File: config.mk
export PLATFORM = sky130hd
export DESIGN_NAME = lc3_decode
export DESIGN_NICKNAME = d
export VERILOG_FILES = /design/src/rtl/lc3_decode.sv
export SDC_FILE = /design/constraint.sdc
export NUM_CORES = 1
export LEC_CHECK = 0
export ABC_AREA = 1
export CAP_MARGIN = 20
export CORE_MARGIN = 4
export CORE_UTILIZATION = 43
export CTS_CLUSTER_SIZE = 40
export DETAILED_ROUTE_END_ITERATION = 12
export PLACE_DENSITY = 0.88
export REMOVE_ABC_BUFFERS = 1
export SLEW_MARGIN = 15
export SYNTH_ARGS = -nofsm -noshare
export SYNTH_HDL_FRONTEND = slang
export SYNTH_SLANG_ARGS = --single-unit
export TNS_END_PERCENT = 20
File: constraint.sdc
create_clock -name clk -period 1.9 [get_ports clk]
set_clock_uncertainty 0.05 [all_clocks]
set_input_delay 0.38 -clock clk [delete_from_list [all_inputs] [get_ports clk]]
set_output_delay 0.38 -clock clk [all_outputs]
set_load 0.02 [all_outputs]
File: src/rtl/lc3_decode.sv
// lc3_decode: LC-3 instruction decode stage.
// Waits out the instruction-memory read latency after fetch issues an address,
// latches the instruction word into IR, reads the source register, then fires
// a one-cycle start pulse to either fetch (control flow) or execute.
//
// Optional feature macro: DECODE_ILLEGAL_TRAP_EN
//   defined   : opcode 1101 raises sticky illegal_out and parks the FSM in HALT
//   undefined : opcode 1101 is a NOP that re-triggers fetch; no illegal_out port
//
// Ports:
//   clk, rst_n          clock, synchronous active-low reset
//   decode_start        fetch has driven a new read address (1-cycle pulse)
//   pc_in               PC of the instruction, captured with decode_start
//   dout_in             instruction-memory read data
//   reg_data_in         register-file read data
//   sr_addr_out         register-file read address
//   opCode_out .. imm_flag_out   IR field decodes
//   reg_out             latched register value (JMP/JSRR base)
//   ir_pc_out           captured PC
//   fetch_start_out     1-cycle pulse to fetch
//   exec_start_out      1-cycle pulse to execute
//   busy_out            high while not IDLE
//   illegal_out         sticky reserved-opcode flag (macro builds only)
//
// State | meaning
// IDLE  | waiting for decode_start
// WAIT  | counting down memory read latency
// REGRD | IR valid, register file being read
// ISSUE | start pulse cycle
// HALT  | reserved opcode seen, only reset exits (macro builds only)
`timescale 1ns/1ps
module lc3_decode #(
  parameter int MEM_LATENCY = 2
) (
  input  logic        clk,
  input  logic        rst_n,
  input  logic        decode_start,
  input  logic [15:0] pc_in,
  input  logic [15:0] dout_in,
  input  logic [15:0] reg_data_in,
  output logic [2:0]  sr_addr_out,
  output logic [3:0]  opCode_out,
  output logic [8:0]  offset_out,
  output logic [15:0] reg_out,
  output logic [2:0]  br_nzp_out,
  output logic [2:0]  dr_out,
  output logic [4:0]  imm5_out,
  output logic        imm_flag_out,
  output logic [15:0] ir_pc_out,
  output logic        fetch_start_out,
  output logic        exec_start_out,
`ifdef DECODE_ILLEGAL_TRAP_EN
  output logic        busy_out,
  output logic        illegal_out
`else
  output logic        busy_out
`endif
);

  typedef enum logic [2:0] {
    S_IDLE  = 3'd0,
    S_WAIT  = 3'd1,
    S_REGRD = 3'd2,
    S_ISSUE = 3'd3,
    S_HALT  = 3'd4
  } state_t;

  localparam logic [2:0] LAT_M1 = 3'(MEM_LATENCY - 1);

  state_t      state_q, state_d;
  logic [2:0]  cnt_q, cnt_d;
  logic [15:0] ir_q, ir_d;
  logic [15:0] reg_q, reg_d;
  logic [15:0] ir_pc_q, ir_pc_d;
  logic        fetch_q, fetch_d;
  logic        exec_q, exec_d;
  logic        busy_q, busy_d;
  logic        ctrl_flow;
`ifdef DECODE_ILLEGAL_TRAP_EN
  logic        illegal_q, illegal_d;
`endif

  // BR, JMP/RET, JSR/JSRR and RTI hand control straight back to fetch.
  always_comb begin
    ctrl_flow = (ir_q[15:12] == 4'b0000) || (ir_q[15:12] == 4'b1100) ||
                (ir_q[15:12] == 4'b0100) || (ir_q[15:12] == 4'b1000);
  end

  always_comb begin
    state_d = state_q;
    cnt_d   = cnt_q;
    ir_d    = ir_q;
    reg_d   = reg_q;
    ir_pc_d = ir_pc_q;
    fetch_d = 1'b0;
    exec_d  = 1'b0;
`ifdef DECODE_ILLEGAL_TRAP_EN
    illegal_d = illegal_q;
`endif
    case (state_q)
      S_IDLE: begin
        if (decode_start) begin
          state_d = S_WAIT;
          ir_pc_d = pc_in;
          cnt_d   = LAT_M1;
        end
      end
      S_WAIT: begin
        if (cnt_q == 3'd0) begin
          ir_d    = dout_in;
          state_d = S_REGRD;
        end else begin
          cnt_d = cnt_q - 3'd1;
        end
      end
      S_REGRD: begin
        reg_d   = reg_data_in;
        state_d = S_ISSUE;
        // Pulse is registered here so it is high exactly during ISSUE.
`ifdef DECODE_ILLEGAL_TRAP_EN
        if (ir_q[15:12] == 4'b1101) illegal_d = 1'b1;
        else if (ctrl_flow)         fetch_d   = 1'b1;
        else                        exec_d    = 1'b1;
`else
        if (ctrl_flow || (ir_q[15:12] == 4'b1101)) fetch_d = 1'b1;
        else                                       exec_d  = 1'b1;
`endif
      end
      S_ISSUE: begin
`ifdef DECODE_ILLEGAL_TRAP_EN
        state_d = illegal_q ? S_HALT : S_IDLE;
`else
        state_d = S_IDLE;
`endif
      end
      S_HALT: begin
        state_d = S_HALT;
      end
      default: begin
        state_d = S_IDLE;
      end
    endcase
    busy_d = (state_d != S_IDLE);
  end

  always_ff @(posedge clk) begin
    if (!rst_n) begin
      state_q   <= S_IDLE;
      cnt_q     <= 3'd0;
      ir_q      <= 16'h0000;
      reg_q     <= 16'h0000;
      ir_pc_q   <= 16'h0000;
      fetch_q   <= 1'b0;
      exec_q    <= 1'b0;
      busy_q    <= 1'b0;
`ifdef DECODE_ILLEGAL_TRAP_EN
      illegal_q <= 1'b0;
`endif
    end else begin
      state_q   <= state_d;
      cnt_q     <= cnt_d;
      ir_q      <= ir_d;
      reg_q     <= reg_d;
      ir_pc_q   <= ir_pc_d;
      fetch_q   <= fetch_d;
      exec_q    <= exec_d;
      busy_q    <= busy_d;
`ifdef DECODE_ILLEGAL_TRAP_EN
      illegal_q <= illegal_d;
`endif
    end
  end

  // Field decodes come straight off the IR flop, so they hold until the next IR load.
  assign opCode_out   = ir_q[15:12];
  assign dr_out       = ir_q[11:9];
  assign offset_out   = ir_q[8:0];
  assign imm5_out     = ir_q[4:0];
  assign imm_flag_out = ir_q[5];
  assign br_nzp_out   = (ir_q[15:12] == 4'b0000) ? ir_q[11:9] : 3'b000;
  // ST and STI read the store data register from IR[11:9]; all others use IR[8:6].
  assign sr_addr_out  = ((ir_q[15:12] == 4'b0011) || (ir_q[15:12] == 4'b1011)) ?
                        ir_q[11:9] : ir_q[8:6];

  assign reg_out         = reg_q;
  assign ir_pc_out       = ir_pc_q;
  assign fetch_start_out = fetch_q;
  assign exec_start_out  = exec_q;
  assign busy_out        = busy_q;
`ifdef DECODE_ILLEGAL_TRAP_EN
  assign illegal_out     = illegal_q;
`endif

endmodule

==> impl_results.md <==
- Status: finished, final reports clean
- H-tree Lvls: 3
- Worst hold slack: 0.4301 ns
- CTS tree: built
- Initial antenna violation count: 0
- Crit path max fanout: 6
- Final period util: 0.9655
- Number of flops mapped to enable cells by yosys: 0
- Post-synthesis sequential area ratio: 0.5050
- Pint: 2699 uW
- Post-CTS Setup Bufs: 0
- Flop pwr share: 0.375
- Pwr Total: 3997 uW
- Syn Inst Count: 292
- Crit path DAT: 1.40 ns
- Relative slew margins: 0.8078
- Layout cells sized above 1: 0.08621
- # diodes: 0
- GRT Util Overall: 0.1844
- Finish-stage setup viols: 0
- Top cell type's share of synthesized area: 0.5050
- # resized after CTS: 6
- Synth top cells by count: 103 x nor2_1, 57 x dfxtp_1, 33 x o21ai_0
- Sw Ratio: 0.3246
- Yosys cell types: 21
- Synth-to-layout area growth: 58.42%
- CTS buffer count: 9
- Routed via count: 2212
- Count leader, synth: nor2_1
- Final hold violation count: 0
- Clk network pwr share: 0.289
- Post-DR vias/cell: 4.647
- Nets: 454
- Fraction of registers with async set/reset: 0
- FF+latch count, synth: 57
- Drt first-iter violations: 98
- VDD IR-drop max: 711.6 uV
- Vias in the first global route: 2174
- ANT nets after route: 0
- Worst-skew pair later-pin latency: 0.32 ns
- Crit Path Class: register to output pin
- Avg Inst Size Synth: 7.739 um2
- Initial core utilization: 0.4424
- Reg clk slew, reported paths: 0.06 ns
- Placer Congestion: 0.8020
- Grt ovf: 0
- Syn. warnings: 0
- P_leak: 0.001461 uW
- Switching Power: 1298 uW
- Netlist Area Pre-Place: 2260 um2
- Chip Width: 80.49 um
- Min-Delay Path Class: register to register
- Top_reg_cell synth: dfxtp_1
- Clk buf depth: 2
- Worst slew pin tran: 0.2878 ns
- Die Y: 80.49 um
- Largest cells by area after synthesis: dfxtp_1 50%, nor2_1 17%, o21ai_0 7.3%, o21ai_1 4.0%, buf_4 3.3%
- Post-layout min period: 1.834 ns
- HPWL after DPL: 4271 um
- Max Slew Vio Count: 0
- PD cells: 1117 nW/um2
- Max Fclk: 545.1 MHz
- DRC: 0
- First-pass GRT wire length: 9266 um
- CP Capture Type: output pin
- Io pins: 114
- Clock tree sinks: 57
- Pin count of the biggest net entering global routing: 37
- Fill count: 421
- Cell taking the most area after synthesis: dfxtp_1
- Unrepaired setup endpoints after global routing: true
- Final wirelength: 5761 um
- Die ar.: 6479 um2
- CP Data Required Time: 1.47 ns
- Post-CTS Hold Fix Bufs: 0
- First-pass DRT Iterations: 4
- DR WL/cell: 12.10 um
- Comb pwr share: 0.336
- MaxCap Viol Count: 0
- Root buffer cell: clkbuf_8
- Rows: 26
- CP Launch Type: register
- Core Area: 5107 um2
- Port Buffer Count: 113
-- state kept, by name, summed over array words and instances, names as in the netlist --
name / count
ir_q: 16
exec_start_out: 1
state_q: 3
busy_out: 1
fetch_start_out: 1
reg_out: 16
ir_pc_out: 16
cnt_q: 3
-- cell type report --
cell class              instances  area, um2  area share
clock buffers                  14      172.7     0.04824
clock inverters                 2      35.03    0.009787
inverters                      18      70.07     0.01957
multi-input cells             198      907.1      0.2534
flip-flops and latches         57       1141      0.3188
well taps                      70      87.58     0.02447
repair buffers                117       1166      0.3258
-- power by group through the flow --
stage	sequential [uW]	combinational (uW)	clock, uW
after floorplan	1750	476	0
after global placement	1510	1340	0
after detailed placement	1530	1360	0
after CTS	1500	1350	1180
after global routing	1530	1470	1240
final	1500	1340	1150
-- worst max-delay path, cell delays in order (launching register included) --
cell,delay (ns)
dfxtp_1,0.41
inv_1,0.06
nand3_1,0.15
nand2_1,0.07
o21ai_0,0.07
clkdlybuf4s15_1,0.32
-- per-stage QoR --
stage / cell area, um2 / instances / setup TNS (ns) / setup WS, ns / utilization
2_1_floorplan: 2118 / 273 / 0 / 0.2817 / -
3_3_place_gp: 3379 / 460 / 0 / 0.1235 / 0.6617
6_report: 3580 / 476 / 0 / 0.06553 / 0.7009
5_1_grt: 3580 / 476 / -0.1454 / -0.07756 / 0.7009
4_1_cts: 3580 / 476 / 0 / 0.01295 / 0.7009
3_5_place_dp: 3379 / 460 / 0 / 0.07783 / 0.6617
-- worst paths after layout --
check               startpoint             end  slack [ns]  cells after the start
hold reg to reg   ir_pc_out[3]    ir_pc_out[3]        0.43                      2
setup / recovery      ir_q[14]  sr_addr_out[0]        0.07                      5
setup reg to reg      cnt_q[0]         ir_q[1]        0.35                      7
hold / removal    ir_pc_out[3]    ir_pc_out[3]        0.43                      2
-- logic make-up (layout without fill, tap and decap cells) --
| family | Yosys count | in the layout | synth area share |
|---|---|---|---|
| buffers and inverters | 37 | 151 | 0.09358 |
| adder cells (fa/ha/maj) | 2 | 2 | 0.01107 |
| AO/OA/AOI/OAI | 56 | 56 | 0.1290 |
| flip-flops | 57 | 57 | 0.5050 |
| AND/OR/NAND/NOR | 140 | 140 | 0.2613 |
-- layout by cell type, fill, tap and decap left out, drive strengths merged, types with 3 or more instances in the layout --
cell / netlist / routed
o21ai: 51 / 51
clkbuf: 5 / 15
clkdlybuf4s15: 0 / 3
buf: 14 / 4
inv: 18 / 18
nand2: 21 / 21
nor2: 114 / 114
nand3: 5 / 5
clkdlybuf4s50: 0 / 107
dfxtp: 57 / 57
a21oi: 5 / 5
-- metal layers --
layer | vias up | share of wire | GRT usage
met3 | 10 | 0.094 | 0.07960
met5 | - | 0 | 0
li1 | 1130 | - | -
met2 | 83 | 0.48 | 0.3137
met1 | 989 | 0.41 | 0.1979
met4 | 0 | 0.016 | 0.07939
(Power assumes the default switching activity.)
